--- config.mk ---
export PLATFORM = sky130hd
export DESIGN_NAME = alu_issuer_flat
export DESIGN_NICKNAME = d
export VERILOG_FILES = /design/src/rtl/alu_issuer_if.sv /design/src/rtl/alu_issuer.sv /design/src/flat_wrapper.sv
export SDC_FILE = /design/constraint.sdc
export NUM_CORES = 1
export LEC_CHECK = 0
export ABC_AREA = 1
export BUFFER_PORTS_ARGS = -buffer_cell sky130_fd_sc_hd__clkbuf_2
export CELL_PAD_IN_SITES_DETAIL_PLACEMENT = 0
export CELL_PAD_IN_SITES_GLOBAL_PLACEMENT = 2
export CORE_MARGIN = 3
export CORE_UTILIZATION = 22
export CTS_CLUSTER_DIAMETER = 30
export DETAILED_ROUTE_END_ITERATION = 16
export GPL_TIMING_DRIVEN = 1
export PLACE_DENSITY = 0.82
export SETUP_SLACK_MARGIN = 0.05
export SYNTH_ARGS = -nofsm -noshare
export SYNTH_HDL_FRONTEND = slang
export SYNTH_SLANG_ARGS = --single-unit
export TNS_END_PERCENT = 100
--- constraint.sdc ---
create_clock -name clk -period 1.35 [get_ports clk]
set_input_delay 0.27 -clock clk [delete_from_list [all_inputs] [get_ports clk]]
set_output_delay 0.27 -clock clk [all_outputs]
set_load 0.02 [all_outputs]
--- src/rtl/alu_issuer_if.sv ---
// ---------------------------------------------------------------------------
// alu_issuer_if
// Purpose : bundles the command, ALU-side and response signals of alu_issuer.
// Signals : req_valid/req_ready/req_func/req_a/req_b  - command handshake
//           alu_op/alu_in1/alu_in2/alu_result         - ALU drive and result
//           rsp_valid/rsp_ready/rsp_data/rsp_err      - response handshake
//           rsp_zero                                  - zero flag, present only
//                                                       with ALU_ISSUER_ZFLAG_EN
// Modports: slave  - the issuer block
//           master - the environment (command source, ALU, consumer)
// ---------------------------------------------------------------------------
interface alu_issuer_if;
   logic       req_valid;
   logic       req_ready;
   logic [2:0] req_func;
   logic [7:0] req_a;
   logic [7:0] req_b;
   logic [7:0] alu_op;
   logic [7:0] alu_in1;
   logic [7:0] alu_in2;
   logic [7:0] alu_result;
   logic       rsp_valid;
   logic       rsp_ready;
   logic [7:0] rsp_data;
   logic       rsp_err;
`ifdef ALU_ISSUER_ZFLAG_EN
   logic       rsp_zero;
`endif

   modport slave (
      input  req_valid, req_func, req_a, req_b, alu_result, rsp_ready,
`ifdef ALU_ISSUER_ZFLAG_EN
      output rsp_zero,
`endif
      output req_ready, alu_op, alu_in1, alu_in2, rsp_valid, rsp_data, rsp_err
   );

   modport master (
      output req_valid, req_func, req_a, req_b, alu_result, rsp_ready,
`ifdef ALU_ISSUER_ZFLAG_EN
      input  rsp_zero,
`endif
      input  req_ready, alu_op, alu_in1, alu_in2, rsp_valid, rsp_data, rsp_err
   );
endinterface

--- src/rtl/alu_issuer.sv ---
// ---------------------------------------------------------------------------
// alu_issuer
// Purpose : accepts one ALU command at a time, drives the opcode and operands
//           to an external registered ALU for one cycle, captures the result
//           and holds it as a response until the consumer takes it.
// Ports   : clk  - system clock, all logic on posedge
//           rst  - synchronous active-high reset
//           bus  - alu_issuer_if.slave (command, ALU and response signals)
// Options : ALU_ISSUER_ZFLAG_EN - adds the registered rsp_zero flag.
// Timing  : accept at edge N -> opcode on alu_op in cycle N+1 -> ALU result
//           valid in cycle N+2 -> rsp_valid from cycle N+3. Illegal functions
//           skip the ALU and respond from cycle N+1 with rsp_err set.
// ---------------------------------------------------------------------------
module alu_issuer (
   input  logic        clk,
   input  logic        rst,
   alu_issuer_if.slave bus
);

   typedef enum logic [1:0] {
      IDLE  = 2'd0,
      ISSUE = 2'd1,
      WAIT  = 2'd2,
      DONE  = 2'd3
   } state_t;

   state_t     r_state;
   logic       r_req_ready;
   logic [7:0] r_alu_op;
   logic [7:0] r_alu_in1;
   logic [7:0] r_alu_in2;
   logic       r_rsp_valid;
   logic [7:0] r_rsp_data;
   logic       r_rsp_err;
`ifdef ALU_ISSUER_ZFLAG_EN
   logic       r_rsp_zero;
`endif

   logic       w_accept;
   logic       w_legal;
   logic [7:0] w_opcode;

   // Maps a function code to {legal, opcode}; codes 6 and 7 are illegal.
   function automatic logic [8:0] func_to_op(input logic [2:0] func);
      case (func)
         3'd0:    func_to_op = {1'b1, 8'h01};   // ADD
         3'd1:    func_to_op = {1'b1, 8'h02};   // SUB
         3'd2:    func_to_op = {1'b1, 8'h0F};   // AND
         3'd3:    func_to_op = {1'b1, 8'h10};   // OR
         3'd4:    func_to_op = {1'b1, 8'h0E};   // CPL
         3'd5:    func_to_op = {1'b1, 8'h11};   // XOR
         default: func_to_op = {1'b0, 8'h00};
      endcase
   endfunction

   // Decode the offered command and qualify the accept handshake.
   always_comb begin
      w_legal  = 1'b0;
      w_opcode = 8'h00;
      {w_legal, w_opcode} = func_to_op(bus.req_func);
      if (r_state == IDLE) begin
         w_accept = bus.req_valid & r_req_ready;
      end else begin
         w_accept = 1'b0;
      end
   end

   // Issuer FSM; every output is a register updated on the state transition.
   always_ff @(posedge clk) begin
      if (rst) begin
         r_state     <= IDLE;
         r_req_ready <= 1'b1;
         r_alu_op    <= 8'h00;
         r_alu_in1   <= 8'h00;
         r_alu_in2   <= 8'h00;
         r_rsp_valid <= 1'b0;
         r_rsp_data  <= 8'h00;
         r_rsp_err   <= 1'b0;
`ifdef ALU_ISSUER_ZFLAG_EN
         r_rsp_zero  <= 1'b0;
`endif
      end else begin
         case (r_state)
            IDLE: begin
               if (w_accept) begin
                  r_req_ready <= 1'b0;
                  if (w_legal) begin
                     // Operands go straight into the output registers, so the
                     // request inputs are free to change after the accept edge.
                     r_state   <= ISSUE;
                     r_alu_op  <= w_opcode;
                     r_alu_in1 <= bus.req_a;
                     r_alu_in2 <= bus.req_b;
                  end else begin
                     r_state     <= DONE;
                     r_rsp_valid <= 1'b1;
                     r_rsp_data  <= 8'h00;
                     r_rsp_err   <= 1'b1;
`ifdef ALU_ISSUER_ZFLAG_EN
                     r_rsp_zero  <= 1'b0;
`endif
                  end
               end
            end
            ISSUE: begin
               // Opcode 0 tells the ALU to hold its result.
               r_state   <= WAIT;
               r_alu_op  <= 8'h00;
               r_alu_in1 <= 8'h00;
               r_alu_in2 <= 8'h00;
            end
            WAIT: begin
               r_state     <= DONE;
               r_rsp_valid <= 1'b1;
               r_rsp_data  <= bus.alu_result;
               r_rsp_err   <= 1'b0;
`ifdef ALU_ISSUER_ZFLAG_EN
               r_rsp_zero  <= (bus.alu_result == 8'h00);
`endif
            end
            DONE: begin
               // req_ready rises only after the consume edge, so no command
               // can be accepted in the same cycle a response is taken.
               if (bus.rsp_ready) begin
                  r_state     <= IDLE;
                  r_rsp_valid <= 1'b0;
                  r_req_ready <= 1'b1;
               end
            end
            default: begin
               r_state     <= IDLE;
               r_req_ready <= 1'b1;
               r_alu_op    <= 8'h00;
               r_alu_in1   <= 8'h00;
               r_alu_in2   <= 8'h00;
               r_rsp_valid <= 1'b0;
               r_rsp_err   <= 1'b0;
            end
         endcase
      end
   end

   assign bus.req_ready = r_req_ready;
   assign bus.alu_op    = r_alu_op;
   assign bus.alu_in1   = r_alu_in1;
   assign bus.alu_in2   = r_alu_in2;
   assign bus.rsp_valid = r_rsp_valid;
   assign bus.rsp_data  = r_rsp_data;
   assign bus.rsp_err   = r_rsp_err;
`ifdef ALU_ISSUER_ZFLAG_EN
   assign bus.rsp_zero  = r_rsp_zero;
`endif

endmodule

--- src/flat_wrapper.sv ---
// flat-port wrapper written by rule: the top's interface ports become plain ports
module alu_issuer_flat 
  (clk, rst, bus_req_valid, bus_req_func, bus_req_a, bus_req_b, bus_alu_result, bus_rsp_ready, bus_req_ready, bus_alu_op, bus_alu_in1, bus_alu_in2, bus_rsp_valid, bus_rsp_data, bus_rsp_err);
  alu_issuer_if bus_i ();
  input  logic clk;
  input  logic rst;
  input wire logic [$bits(bus_i.req_valid)-1:0] bus_req_valid;
  input wire logic [$bits(bus_i.req_func)-1:0] bus_req_func;
  input wire logic [$bits(bus_i.req_a)-1:0] bus_req_a;
  input wire logic [$bits(bus_i.req_b)-1:0] bus_req_b;
  input wire logic [$bits(bus_i.alu_result)-1:0] bus_alu_result;
  input wire logic [$bits(bus_i.rsp_ready)-1:0] bus_rsp_ready;
  output wire logic [$bits(bus_i.req_ready)-1:0] bus_req_ready;
  output wire logic [$bits(bus_i.alu_op)-1:0] bus_alu_op;
  output wire logic [$bits(bus_i.alu_in1)-1:0] bus_alu_in1;
  output wire logic [$bits(bus_i.alu_in2)-1:0] bus_alu_in2;
  output wire logic [$bits(bus_i.rsp_valid)-1:0] bus_rsp_valid;
  output wire logic [$bits(bus_i.rsp_data)-1:0] bus_rsp_data;
  output wire logic [$bits(bus_i.rsp_err)-1:0] bus_rsp_err;
  assign bus_i.req_valid = bus_req_valid;
  assign bus_i.req_func = bus_req_func;
  assign bus_i.req_a = bus_req_a;
  assign bus_i.req_b = bus_req_b;
  assign bus_i.alu_result = bus_alu_result;
  assign bus_i.rsp_ready = bus_rsp_ready;
  assign bus_req_ready = bus_i.req_ready;
  assign bus_alu_op = bus_i.alu_op;
  assign bus_alu_in1 = bus_i.alu_in1;
  assign bus_alu_in2 = bus_i.alu_in2;
  assign bus_rsp_valid = bus_i.rsp_valid;
  assign bus_rsp_data = bus_i.rsp_data;
  assign bus_rsp_err = bus_i.rsp_err;
  alu_issuer u_core (.clk(clk), .rst(rst), .bus(bus_i));
endmodule
=== Word-level counts from Yosys, hierarchy flattened ===
Cells that the tools add are included.

* Register bits: 37
* Latch bits: 0
* Memory bits (writable): 0
* ROM bits: 0
* Bits of input ports: 31
* Output and inout port bits: 35
* Logic and storage cells: 58
* Memories kept: 0

* $add $sub $neg: 0
* Multipliers: 0
* Divide/modulo/power cells: 0
* Magnitude comparators: 0
* Equal/unequal tests: 12
* Shifts and indexed selects: 0
* Multiplexer cells: 26
* Bitwise logic cells: 1
* Reductions and logical operators: 11

{| class="wikitable"
|+ Operator list
! cell !! count
|-
| 2-to-1 mux 8 bit || 8
|-
| one-hot mux 8 bit (2 select lines) || 4
|-
| one-hot mux 9 bit (6 select lines) || 1
|-
| AND reduction 3 bit || 3
|-
| one-hot mux 2 bit (4 select lines) || 1
|-
| equality test 3 x 2 -> 1 bit, second input constant || 2
|-
| equality test 3 bit, second input constant || 2
|-
| 2-to-1 mux 1 bit || 6
|-
| 2-to-1 mux 2 bit || 3
|-
| nonzero test 2 bit || 3
|-
| equality test 2 bit, second input constant || 2
|-
| != test 2 x 1 -> 1 bit, second input constant || 2
|-
| != test 2 bit, second input constant || 2
|-
| one-hot mux 1 bit (2 select lines) || 2
|-
| AND reduction 4 bit || 1
|-
| equality test 3 x 1 -> 1 bit, second input constant || 1
|-
| logical NOT 3 bit || 1
|-
| one-hot mux 1 bit (3 select lines) || 1
|-
| nonzero test 3 bit || 1
|-
| equality test 2 x 1 -> 1 bit, second input constant || 1
|-
| logical NOT 2 bit || 1
|-
| AND reduction 2 bit || 1
|-
| AND 1 bit || 1
|}

=== Logic depth before layout (Yosys ltp) ===
Gate-level depths: netlist (run 1).

* Depth in word-level cells: 5
* Gate-level depth with buffers: 10
* Depth with buffers taken out: 9

=== Worst setup path before layout (run 1) ===
OpenSTA, ideal clock, no wires.

* Path type: register to register
* From: register u_core.r_state[0]
* To: register u_core.r_rsp_data[6] (netlist: u_core.bus.rsp_data[6])
* Library setup time: 0.115 ns
* Arrival time: 1.306 ns
* Data required time: 1.235 ns
* Setup slack: -0.072 ns
* Stages on the path, launching flop included: 10
* Path buffers: 2
* Clock period less this slack: 1.422 ns
* Cells stage by stage: dfxtp_1 inv_1 ha_1 buf_4 nor2_1 a21oi_2 buf_6 nand3_1 nand2_1 nor2_1

* Longest elaborated chain between the ends: 4
* Elaborated cells between the ends (all ways): 8
* Classes of those cells: eq/ne: 3; mux: 2; reduce/logical: 3

{| class="wikitable"
|+ Ends and longest elaborated chain
! element !! line !! RTL
|-
| start, declared || alu_issuer.sv:27 || <nowiki>state_t r_state;</nowiki>
|-
| start signal, assigned || alu_issuer.sv:71 || <nowiki>r_state <= IDLE;</nowiki>
|-
| start signal, assigned || alu_issuer.sv:90 || <nowiki>r_state <= ISSUE;</nowiki>
|-
| start signal, assigned || alu_issuer.sv:95 || <nowiki>r_state <= DONE;</nowiki>
|-
| logical NOT 2 bit || alu_issuer.sv:61, alu_issuer.sv:83 ||
|-
| 2-to-1 mux 1 bit || alu_issuer.sv:61 || <nowiki>if (r_state == IDLE) begin</nowiki>
|-
| != test 2 x 1 -> 1 bit (no source line) || -- ||
|-
| AND reduction 3 bit (no source line) || -- ||
|-
| end signal, assigned || alu_issuer.sv:115 || <nowiki>r_rsp_data <= bus.alu_result;</nowiki>
|-
| end, declared || alu_issuer.sv:33 || <nowiki>logic [7:0] r_rsp_data;</nowiki>
|}

Several ways; a longest one is shown, not always the timed one.
A chain may end at the register's enable or synchronous reset.

=== Final worst setup path (run 1) ===
* From: register u_core.r_state[0]
* To: register u_core.r_alu_in2[6] (netlist: u_core.bus.alu_in2[6])

* Longest elaborated chain between the ends: 4
* Elaborated cells between the ends (all ways): 8
* Classes of those cells: eq/ne: 3; mux: 2; reduce/logical: 3

{| class="wikitable"
|+ Ends and longest elaborated chain
! element !! line !! RTL
|-
| logical NOT 2 bit || alu_issuer.sv:61, alu_issuer.sv:83 ||
|-
| 2-to-1 mux 1 bit || alu_issuer.sv:61 ||
|-
| != test 2 x 1 -> 1 bit (no source line) || -- ||
|-
| AND reduction 3 bit (no source line) || -- ||
|-
| end signal, assigned || alu_issuer.sv:93 || <nowiki>r_alu_in2 <= bus.req_b;</nowiki>
|-
| end, declared || alu_issuer.sv:31 || <nowiki>logic [7:0] r_alu_in2;</nowiki>
|}

Several ways; a longest one is shown, not always the timed one.

==> results.toml, run 1 <==
[yosys]
synth_edf_count = 0
synth_common_cells = "93 x nand2_1, 55 x nor2_1, 33 x dfxtp_1"
yosysWarnings = 0
synth-main-ff-cell = "dfxtp_1"
ys_seq_area_share_pct = 40.3
syn_area_mm2 = 0.00164
async_flop_share_pct = 0
synth_cell_types = 25
synth.top_cell.area_share_pct = 40.3
synthMostInstantiatedCell = "nand2_1"
synth_area_leader_cell = "dfxtp_1"
syn_area_per_cell_um2 = 6.53
yosys_register_bits = 33
synthCells = 251
ys_top_cells_by_area = "dfxtp_1 40%, nand2_1 21%, nor2_1 13%, nand3_1 3.7%, a21oi_1 3.1%"

[clocking]
ctsLongestPathBuffers = 2
cts_made_buffers = 5
h-tree-depth = 2
worstSkewPairLatency_ns = 0.28
cts_tree = "done"
hold_buffers = 0
clkTransAtPathRegs_ns = 0.07
clock_sinks = 33
ctsRootBufferMaster = "clkbuf_8"

[timing]
min_period_over_period_pct = 99.6
setup_viol = 0
drv_slew = 0
whs_ns = 0.235
grt_setup_unrepaired = "true"
fin_skew_ns = 0.00319
fin_crit_ns = 1.34
hold_viol_final = 0
fin_tns_setup_ns = 0
fmax_mhz = 744

[power]
leakage_nw = 1.24
powerDensity_mw_per_mm2 = 2420
ir_drop_v = 0.000659
power.total_mw = 5.78

[critical_path]
slowest_stage = "dfxtp_2"
critPathLaunch = "u_core.r_state[0]$_SDFFE_PP0P_"
worst_ep_required_time_ns = 1.53
path_common_cell = "nand2_1"
cp-end-kind = "register"
start_kind = "register"
path_max_fanout = 7
crit_type = "reg -> reg"
crit_path_cell_trace = "inv_4, ha_4, inv_2, nand2_1, nand2_4, clkbuf_16, nand2_1, nand2_1, nor2_1"
critPathMaxStageDelay_ns = 0.36
worst-endpoint-arrival_ns = 1.52
worstReg2RegStart = "u_core.r_state[0]$_SDFFE_PP0P_"

[worst_hold_path]
min_from = "rst"
min_path_type = "in -> reg"

[finish]
drive_above_1_share_pct = 35.3
n_antenna_cell = 0
layout.nets = 359
design_area_mm2 = 0.00239
syn_to_final_growth_pct = 45.6

[placed_design]
port_buffers = 62
postPlaceCellArea_mm2 = 0.00219
dpl.hpwl_um = 2990
gp_congestion = 0.699

[grt]
grt_pass1_vias = 1501
grt_max_degree = 33
grt_overflow = 0
grt_pass1_wl_um = 7040
antenna_found_initial = 0
track_usage_pct = 10.2

[detailed_routing]
wirelength_um = 4300
vias = 1658
drtIter0Drc = 31
avgRoutedWirePerCell_um = 10.3
drt_first_pass_iters = 4
ant_nets = 0
route.detailed.drc = 0
detail_route.vias_per_cell = 3.96

[floorplanning]
io_pins = 66
die_area_mm2 = 0.00852
core-area_mm2 = 0.00702
die_h_um = 92.3
start_util_pct = 23.4
fp.dieW_um = 92.3
num_rows = 30

[status]
status = "finished clean"

[flow_run]
maxCapViolCount = 0
-- critical path, delay by kind of cell (launching register included) --
kind	cells	cell delay [ns]
buffers and inverters	3	0.30
and+or+nand+nor	5	0.41
DFF	1	0.36
adders and majority gates	1	0.17
-- final timing paths --
| check | slack, ns | cells past startpoint | end |
|---|---|---|---|
| hold reg to reg | 0.48 | 2 | u_core.bus.alu_in2[2]$_SDFFE_PP0P_ |
| setup reg to reg | 0.005 | 9 | u_core.bus.alu_in2[6]$_SDFFE_PP0P_ |
| hold / removal | 0.24 | 4 | u_core.r_state[1]$_SDFFE_PP0P_ |
| setup / recovery | 0.005 | 9 | u_core.bus.alu_in2[6]$_SDFFE_PP0P_ |
-- area by class of cell --
cell class / count / area (um2)
Tap cell: 96 / 120
Sequential cell: 33 / 664
Clock buffer: 5 / 68.8
Timing Repair Buffer: 79 / 554
Fill cell: 783 / 4630
Clock inverter: 1 / 5.00
Inverter: 15 / 58.8
Multi-Input combinational cell: 190 / 915
-- metrics by stage --
step	cells	utilization, %	setup WS, ns
final	419	34.0	0.00502
after global routing	419	34.0	-0.0729
after CTS	417	33.3	0.0127
after detailed placement	409	31.2	-0.00323
after global placement	409	31.2	0.0204
after floorplan	253	-	0.0463
-- flip-flops by register name, summed over array words and instances, names as in the netlist --
name / count
u_core.bus.rsp_valid: 1
u_core.bus.rsp_data: 8
u_core.bus.rsp_err: 1
u_core.r_state: 2
u_core.bus.alu_op: 4
u_core.bus.alu_in1: 8
u_core.bus.req_ready: 1
u_core.bus.alu_in2: 8
-- power by group --
| part | internal, mW | switching (mW) |
|---|---|---|
| combinational | 1.51 | 1.98 |
| sequential | 1.37 | 0.223 |
| clock | 0.339 | 0.346 |
-- layout by cell type (no fill, tap or decap), types with 2 or more instances in the layout --
cell      synthesis  layout
nor2_1           55      53
inv_1            11       8
ha_1              4       2
nand2_2           1       2
dfxtp_1          33      30
ha_4              0       2
nand2_1          93      91
nand3_1          12      11
nand3_2           1       2
nor2_4            0       2
a21oi_2           1       7
dfxtp_2           0       3
clkbuf_2          0      62
buf_12            0       6
nand2_4           1       2
o21ai_0           3       3
a21oi_1          10       3
conb_1            1       3
clkbuf_8          0       5
inv_2             3       5
buf_4             5       8
nand3b_1          2       2
-- metal layers --
metal,wire [um],global-route usage [%],up-vias,part of all wire [%]
met2,1930,16.0,38,45
met5,0,0,-,0
met3,213,3.41,4,5.0
met4,30,2.97,0,0.70
li1,-,-,901,-
met1,2120,13.4,715,49
-- kinds of logic (layout without fill, tap and decap cells) --
logic type	count (synthesis)	count (layout)	synth area share, %
flops	33	33	40.3
buf+inv	30	100	10.0
other cells	1	3	0.229
compound gates	17	17	5.88
fa+ha+maj	4	4	3.05
simple gates	166	166	40.5
-- what timing repair did --
| item | 4_1_cts | 5_1_grt |
|---|---|---|
| gates resized for setup | 11 | 7 |
| gates cloned | 1 | 1 |
| setup buffers | 1 | 1 |
| setup endpoints to repair | 24 | 33 |
| pin swaps | 2 | 2 |
Power figures use the tool's default switching activity.
==> run 2, diff against run 1 <==
Settings changed: ABC_CLOCK_PERIOD_IN_PS set to 1530, CORE_UTILIZATION 22 to 24, PLACE_DENSITY 0.82 to 0.84.
Clock period 1.35 ns to 1.53 ns, I/O delays scaled along.
==> run 2 against run 1 <==
Register-to-register slack gained 0.16 ns. Sequential share of layout area grew 1.8 points. Die area shrank 7.8%. Maximum frequency shrank 1.8%. Cell area shrank 6.7%. Hold slack gained 0.048 ns. First-iteration DRC count grew 16%. Largest cell class unchanged. Routed wire length shrank 5.2%. Utilization grew 0.30 points. Clock skew grew 0.0012 ns. Non-clock buffer count shrank 4. Cell count shrank 5.0%.
==> results.toml, run 2 (synthesis results as in run 1) <==
[floorplanning]
io_pins = 66
num_rows = 29
start_util_pct = 25.2
fp.dieW_um = 88.6
die_h_um = 88.6
die_area_mm2 = 0.00786
core-area_mm2 = 0.00649

[clocking]
hold_buffers = 0
clkTransAtPathRegs_ns = 0.07
ctsLongestPathBuffers = 2
post_cts_buffers = 0
worstSkewPairLatency_ns = 0.28
h-tree-depth = 2
cts_made_buffers = 5
clock_sinks = 33
cts_tree = "done"
ctsRootBufferMaster = "clkbuf_8"

[timing]
min_period_over_period_pct = 89.5
whs_ns = 0.283
worst_slack_ns = 0.160
fin_skew_ns = 0.00435
grt_setup_unrepaired = "false"
hold_viol_final = 0
fin_tns_setup_ns = 0
drv_slew = 0
fin_crit_ns = 1.37
setup_viol = 0
fmax_mhz = 730

[placed_design]
dpl.hpwl_um = 3080
gp_congestion = 0.709
port_buffers = 62
preCtsSetupSlack_ns = 0.0410

[critical_path]
ff2ff_setup_slack_ns = 0.16
worst-endpoint-arrival_ns = 1.55
start_kind = "register"
crit_type = "reg -> reg"
worst_ep_required_time_ns = 1.71
path_max_fanout = 23
worstReg2RegStart = "u_core.r_state[1]$_SDFFE_PP0P_"
r2r_end = "u_core.bus.alu_in2[4]$_SDFFE_PP0P_"
cp-end-kind = "register"
r2r_cells = 10

[worst_hold_path]
whs_endpoint = "u_core.r_state[1]$_SDFFE_PP0P_"
worstHoldPathCells = 4
min_path_type = "in -> reg"
min_from = "rst"

[grt]
antenna_found_initial = 0
grt_max_degree = 33
grt_pass1_wl_um = 6970
track_usage_pct = 11.1
grt_overflow = 0
grt_pass1_vias = 1606

[power]
ir_drop_v = 0.000496
powerDensity_mw_per_mm2 = 2180
leakage_nw = 1.19
power.total_mw = 4.85

[finish]
n_antenna_cell = 0
drive_above_1_share_pct = 29.6
n_fill_cell = 745
fin_util_pct = 34.3
final_cell_mix = "93 x nand2_1, 62 x clkbuf_2, 54 x nor2_1, 33 x dfxtp_1, 12 x nand3_1"
syn_to_final_growth_pct = 35.9
final_common_cell = "nand2_1"
layout.nets = 355

[detailed_routing]
wirelength_um = 4080
drt_first_pass_iters = 4
avgRoutedWirePerCell_um = 10.2
route.detailed.drc = 0
detail_route.vias_per_cell = 4.17
vias = 1658
drtIter0Drc = 36
ant_nets = 0

[flow_run]
maxCapViolCount = 0

[status]
status = "finished clean"
run 2: cell count changes in the layout (fill, tap and decap cells not counted), moves of 2 or more:
cell / previous run / this run
a21oi_1: 3 / 10
buf_12: 6 / 4
nand2_1: 91 / 93
a21oi_2: 7 / 1
dfxtp_2: 3 / 0
dfxtp_1: 30 / 33
nor2_4: 2 / 0
run 2: how the worst max path moves through the flow:
stage,start,slack [ns],to
finish,u_core.r_state[1]$_SDFFE_PP0P_,0.16,u_core.bus.alu_in2[4]$_SDFFE_PP0P_
detailed placement,u_core.r_state[1]$_SDFFE_PP0P_,0.04,u_core.bus.alu_in2[5]$_SDFFE_PP0P_
global route,u_core.r_state[1]$_SDFFE_PP0P_,0.05,u_core.bus.alu_in2[4]$_SDFFE_PP0P_
CTS,u_core.r_state[1]$_SDFFE_PP0P_,0.08,u_core.bus.alu_in2[5]$_SDFFE_PP0P_
floorplan,u_core.r_state[0]$_SDFFE_PP0P_,0.11,u_core.bus.rsp_data[6]$_SDFFE_PP0P_
global placement,u_core.r_state[1]$_SDFFE_PP0P_,0.09,u_core.bus.alu_in1[3]$_SDFFE_PP0P_
run 2: layout make-up:
type / instances / area, um2 / share of cell area, %
flip-flops and latches: 33 / 661 / 29.7
well taps: 77 / 96.3 / 4.33
inverters: 15 / 56.3 / 2.53
clock inverters: 1 / 30.0 / 1.35
multi-input cells: 190 / 840 / 37.7
clock buffers: 7 / 86.3 / 3.88
repair buffers: 75 / 458 / 20.6
run 2: metrics by stage:
| step | instance area, um2 | std cells |
|---|---|---|
| final | 2230 | 398 |
| after detailed placement | 2090 | 390 |
| after global placement | 2090 | 390 |
| after floorplan | 1650 | 253 |
| after global routing | 2230 | 398 |
| after CTS | 2210 | 398 |
run 2: report_power, final:
part / switching [mW] / leakage (nW) / internal (mW)
Combinational: 1.56 / 0.864 / 1.04
Sequential: 0.192 / 0.272 / 1.21
Clock: 0.320 / 0.0585 / 0.531
Total: 2.07 / 1.19 / 2.78
run 2: repair_timing:
item,4_1_cts,5_1_grt
endpoints found under the setup margin,12,29
pin swaps,0,0
resized for setup,1,5
run 2: layer usage:
layer | vias up | GRT usage [%] | part of all wire, %
li1 | 898 | - | -
met1 | 715 | 13.7 | 47
met2 | 40 | 18.5 | 46
met3 | 5 | 3.35 | 5.7
met4 | 0 | 3.71 | 1.5
met5 | - | 0 | 0
run 2: worst max-delay path: stages, from the launching register on:
cell and delay, ns:
dfxtp_1 0.34, inv_2 0.10, ha_4 0.17, inv_2 0.05
nor2_2 0.13, nand2_2 0.09, nand2_4 0.09, buf_12 0.15
nand2_1 0.06, nand2_1 0.05, nor2_1 0.04
==> run 3, diff against run 2 <==
--- a/config.mk
+++ b/config.mk
@@ -12,3 +12,2 @@
 export CELL_PAD_IN_SITES_GLOBAL_PLACEMENT = 2
-export CORE_MARGIN = 3
 export CORE_UTILIZATION = 24
@@ -22,2 +21,2 @@
 export SYNTH_SLANG_ARGS = --single-unit
-export TNS_END_PERCENT = 100
+export TNS_END_PERCENT = 50
==> constraint.sdc (replaced) <==
create_clock -name clk -period 1.53 [get_ports clk]
set_input_delay 0.2295 -clock clk [delete_from_list [all_inputs] [get_ports clk]]
set_output_delay 0.2295 -clock clk [all_outputs]
set_load 0.02 [all_outputs]
==> run 3 against run 2 <==
Register-to-register slack about the same. Highest routed layer unchanged. Largest power group unchanged. Sequential power barely moved. Via count down 0.12%. Clock power decreased by 14%. Maximum frequency grew 0.30%. Total power shrank 1.2%. Combinational power is 2% higher.
==> results.toml, run 3 (synthesis results as in run 1) <==
[placed_design]
postPlaceCellArea_mm2 = 0.00206
port_buffers = 62
dp.cells = 386
dpl.hpwl_um = 2780
gp_congestion = 0.753

[timing]
setup_viol = 0
drv_slew = 0
fin_crit_ns = 1.37
min_period_over_period_pct = 89.3
grt_setup_unrepaired = "false"
fin_skew_ns = 0.00336
fin_tns_setup_ns = 0
hold_viol_final = 0
fmax_mhz = 732

[finish]
design_area_mm2 = 0.00224
layout.nets = 353
n_fill_cell = 709
drive_above_1_share_pct = 29.8
final_cell_mix = "92 x nand2_1, 62 x clkbuf_2, 55 x nor2_1, 31 x dfxtp_1, 12 x nand3_1"
regArea_um2 = 663
instances_no_fill = 396
final_common_cell = "nand2_1"
n_antenna_cell = 0
multi_input_area_um2 = 842
syn_to_final_growth_pct = 36.5

[critical_path]
slowest_stage = "dfxtp_2"
worst-endpoint-arrival_ns = 1.55
path_max_fanout = 9
start_kind = "register"
crit_type = "reg -> reg"
critPathTopFamily = "simple AND/OR/NAND/NOR gates"
worst_ep_required_time_ns = 1.71
worstReg2RegStart = "u_core.r_state[0]$_SDFFE_PP0P_"
critPathMaxStageDelay_ns = 0.34
r2r_cells = 10
cp-end-kind = "register"
worst-path-buf-inv = 3
ff2ff_setup_slack_ns = 0.16
r2r_end = "u_core.bus.alu_in2[0]$_SDFFE_PP0P_"
crit_path_cell_trace = "inv_2, ha_4, inv_2, nor2_4, nand2_2, nand2_4, clkbuf_16, nand2_1, nand2_1, nor2_1"

[clocking]
clkTransAtPathRegs_ns = 0.07
h-tree-depth = 2
ctsLongestPathBuffers = 2
cts_made_buffers = 5
worstSkewPairLatency_ns = 0.28
clock_sinks = 33
ctsRootBufferMaster = "clkbuf_8"
hold_buffers = 0
cts_tree = "done"

[power]
powerDensity_mw_per_mm2 = 2140
leakage_nw = 1.20
ir_drop_v = 0.000627
power.total_mw = 4.79

[floorplanning]
num_rows = 29
start_util_pct = 25.4
die_h_um = 84.6
io_pins = 66
fp.dieW_um = 84.6
core-area_mm2 = 0.00646
die_area_mm2 = 0.00716

[flow_run]
maxCapViolCount = 0

[grt]
antenna_found_initial = 0
track_usage_pct = 11.7
grt_max_degree = 36
grt_pass1_vias = 1519
grt_overflow = 0
grt_pass1_wl_um = 6650

[worst_hold_path]
worstHoldPathCells = 4
min_path_type = "in -> reg"
whs_endpoint = "u_core.r_state[1]$_SDFFE_PP0P_"
min_from = "rst"

[detailed_routing]
detail_route.vias_per_cell = 4.18
route.detailed.drc = 0
vias = 1656
wirelength_um = 4080
avgRoutedWirePerCell_um = 10.3
drt_first_pass_iters = 8
drtIter0Drc = 57
ant_nets = 0

[status]
status = "finished clean"
[run 3: final cells by class]
| cell class | count | area share, % |
|---|---|---|
| Clock buffer | 7 | 4.31 |
| Clock inverter | 1 | 0.224 |
| Inverter | 15 | 2.52 |
| Multi-Input combinational cell | 190 | 37.6 |
| Sequential cell | 33 | 29.6 |
| Tap cell | 77 | 4.31 |
| Timing Repair Buffer | 73 | 21.4 |
[run 3: tightest hold or removal path: cells and delay by family]
| kind | cells | cell delay (ns) |
|---|---|---|
| AND/OR/NAND/NOR | 1 | 0.05 |
| AO/OA/AOI/OAI | 1 | 0.04 |
| buffers and inverters | 2 | 0.12 |
[run 3: per-layer routing]
metal | track usage (%) | part of all wire [%] | vias to the layer above
met1 | 14.4 | 49 | 715
met3 | 3.74 | 4.9 | 5
met2 | 19.1 | 44 | 42
met5 | 0 | 0 | -
li1 | - | - | 894
met4 | 4.62 | 1.7 | 0
[run 3: report_power, final]
group          internal (mW)  total (mW)  switching [mW]
Sequential              1.21        1.40           0.187
Clock                  0.407       0.728           0.322
Combinational           1.08        2.66            1.59
[run 3: per-stage QoR]
step | hold WS (ns) | utilization (%) | setup WS [ns]
2_1_floorplan | 0.374 | - | 0.108
3_3_place_gp | 0.463 | 31.9 | 0.0593
3_5_place_dp | 0.469 | 31.9 | 0.0149
4_1_cts | 0.196 | 33.6 | 0.0535
5_1_grt | 0.208 | 34.6 | 0.0630
6_report | 0.189 | 34.6 | 0.164
[run 3: worst max path at each step]
| stage | from | endpoint | slack (ns) | cells after the start |
|---|---|---|---|---|
| floorplan | u_core.r_state[0]$_SDFFE_PP0P_ | u_core.bus.rsp_data[6]$_SDFFE_PP0P_ | 0.11 | 9 |
| global placement | u_core.r_state[0]$_SDFFE_PP0P_ | u_core.bus.alu_in1[0]$_SDFFE_PP0P_ | 0.06 | 10 |
| detailed placement | u_core.r_state[0]$_SDFFE_PP0P_ | u_core.bus.alu_in2[0]$_SDFFE_PP0P_ | 0.01 | 10 |
| CTS | u_core.r_state[0]$_SDFFE_PP0P_ | u_core.bus.alu_in1[4]$_SDFFE_PP0P_ | 0.05 | 10 |
| global route | u_core.r_state[0]$_SDFFE_PP0P_ | u_core.bus.alu_op[0]$_SDFFE_PP0P_ | 0.06 | 10 |
| finish | u_core.r_state[0]$_SDFFE_PP0P_ | u_core.bus.alu_in2[0]$_SDFFE_PP0P_ | 0.16 | 10 |
[run 3: what timing repair did]
item | 4_1_cts | 5_1_grt
endpoints found under the setup margin | 18 | 23
buffers inserted | 0 | 0
resized for setup | 1 | 7
pin swaps | 0 | 1
gates cloned | 0 | 2
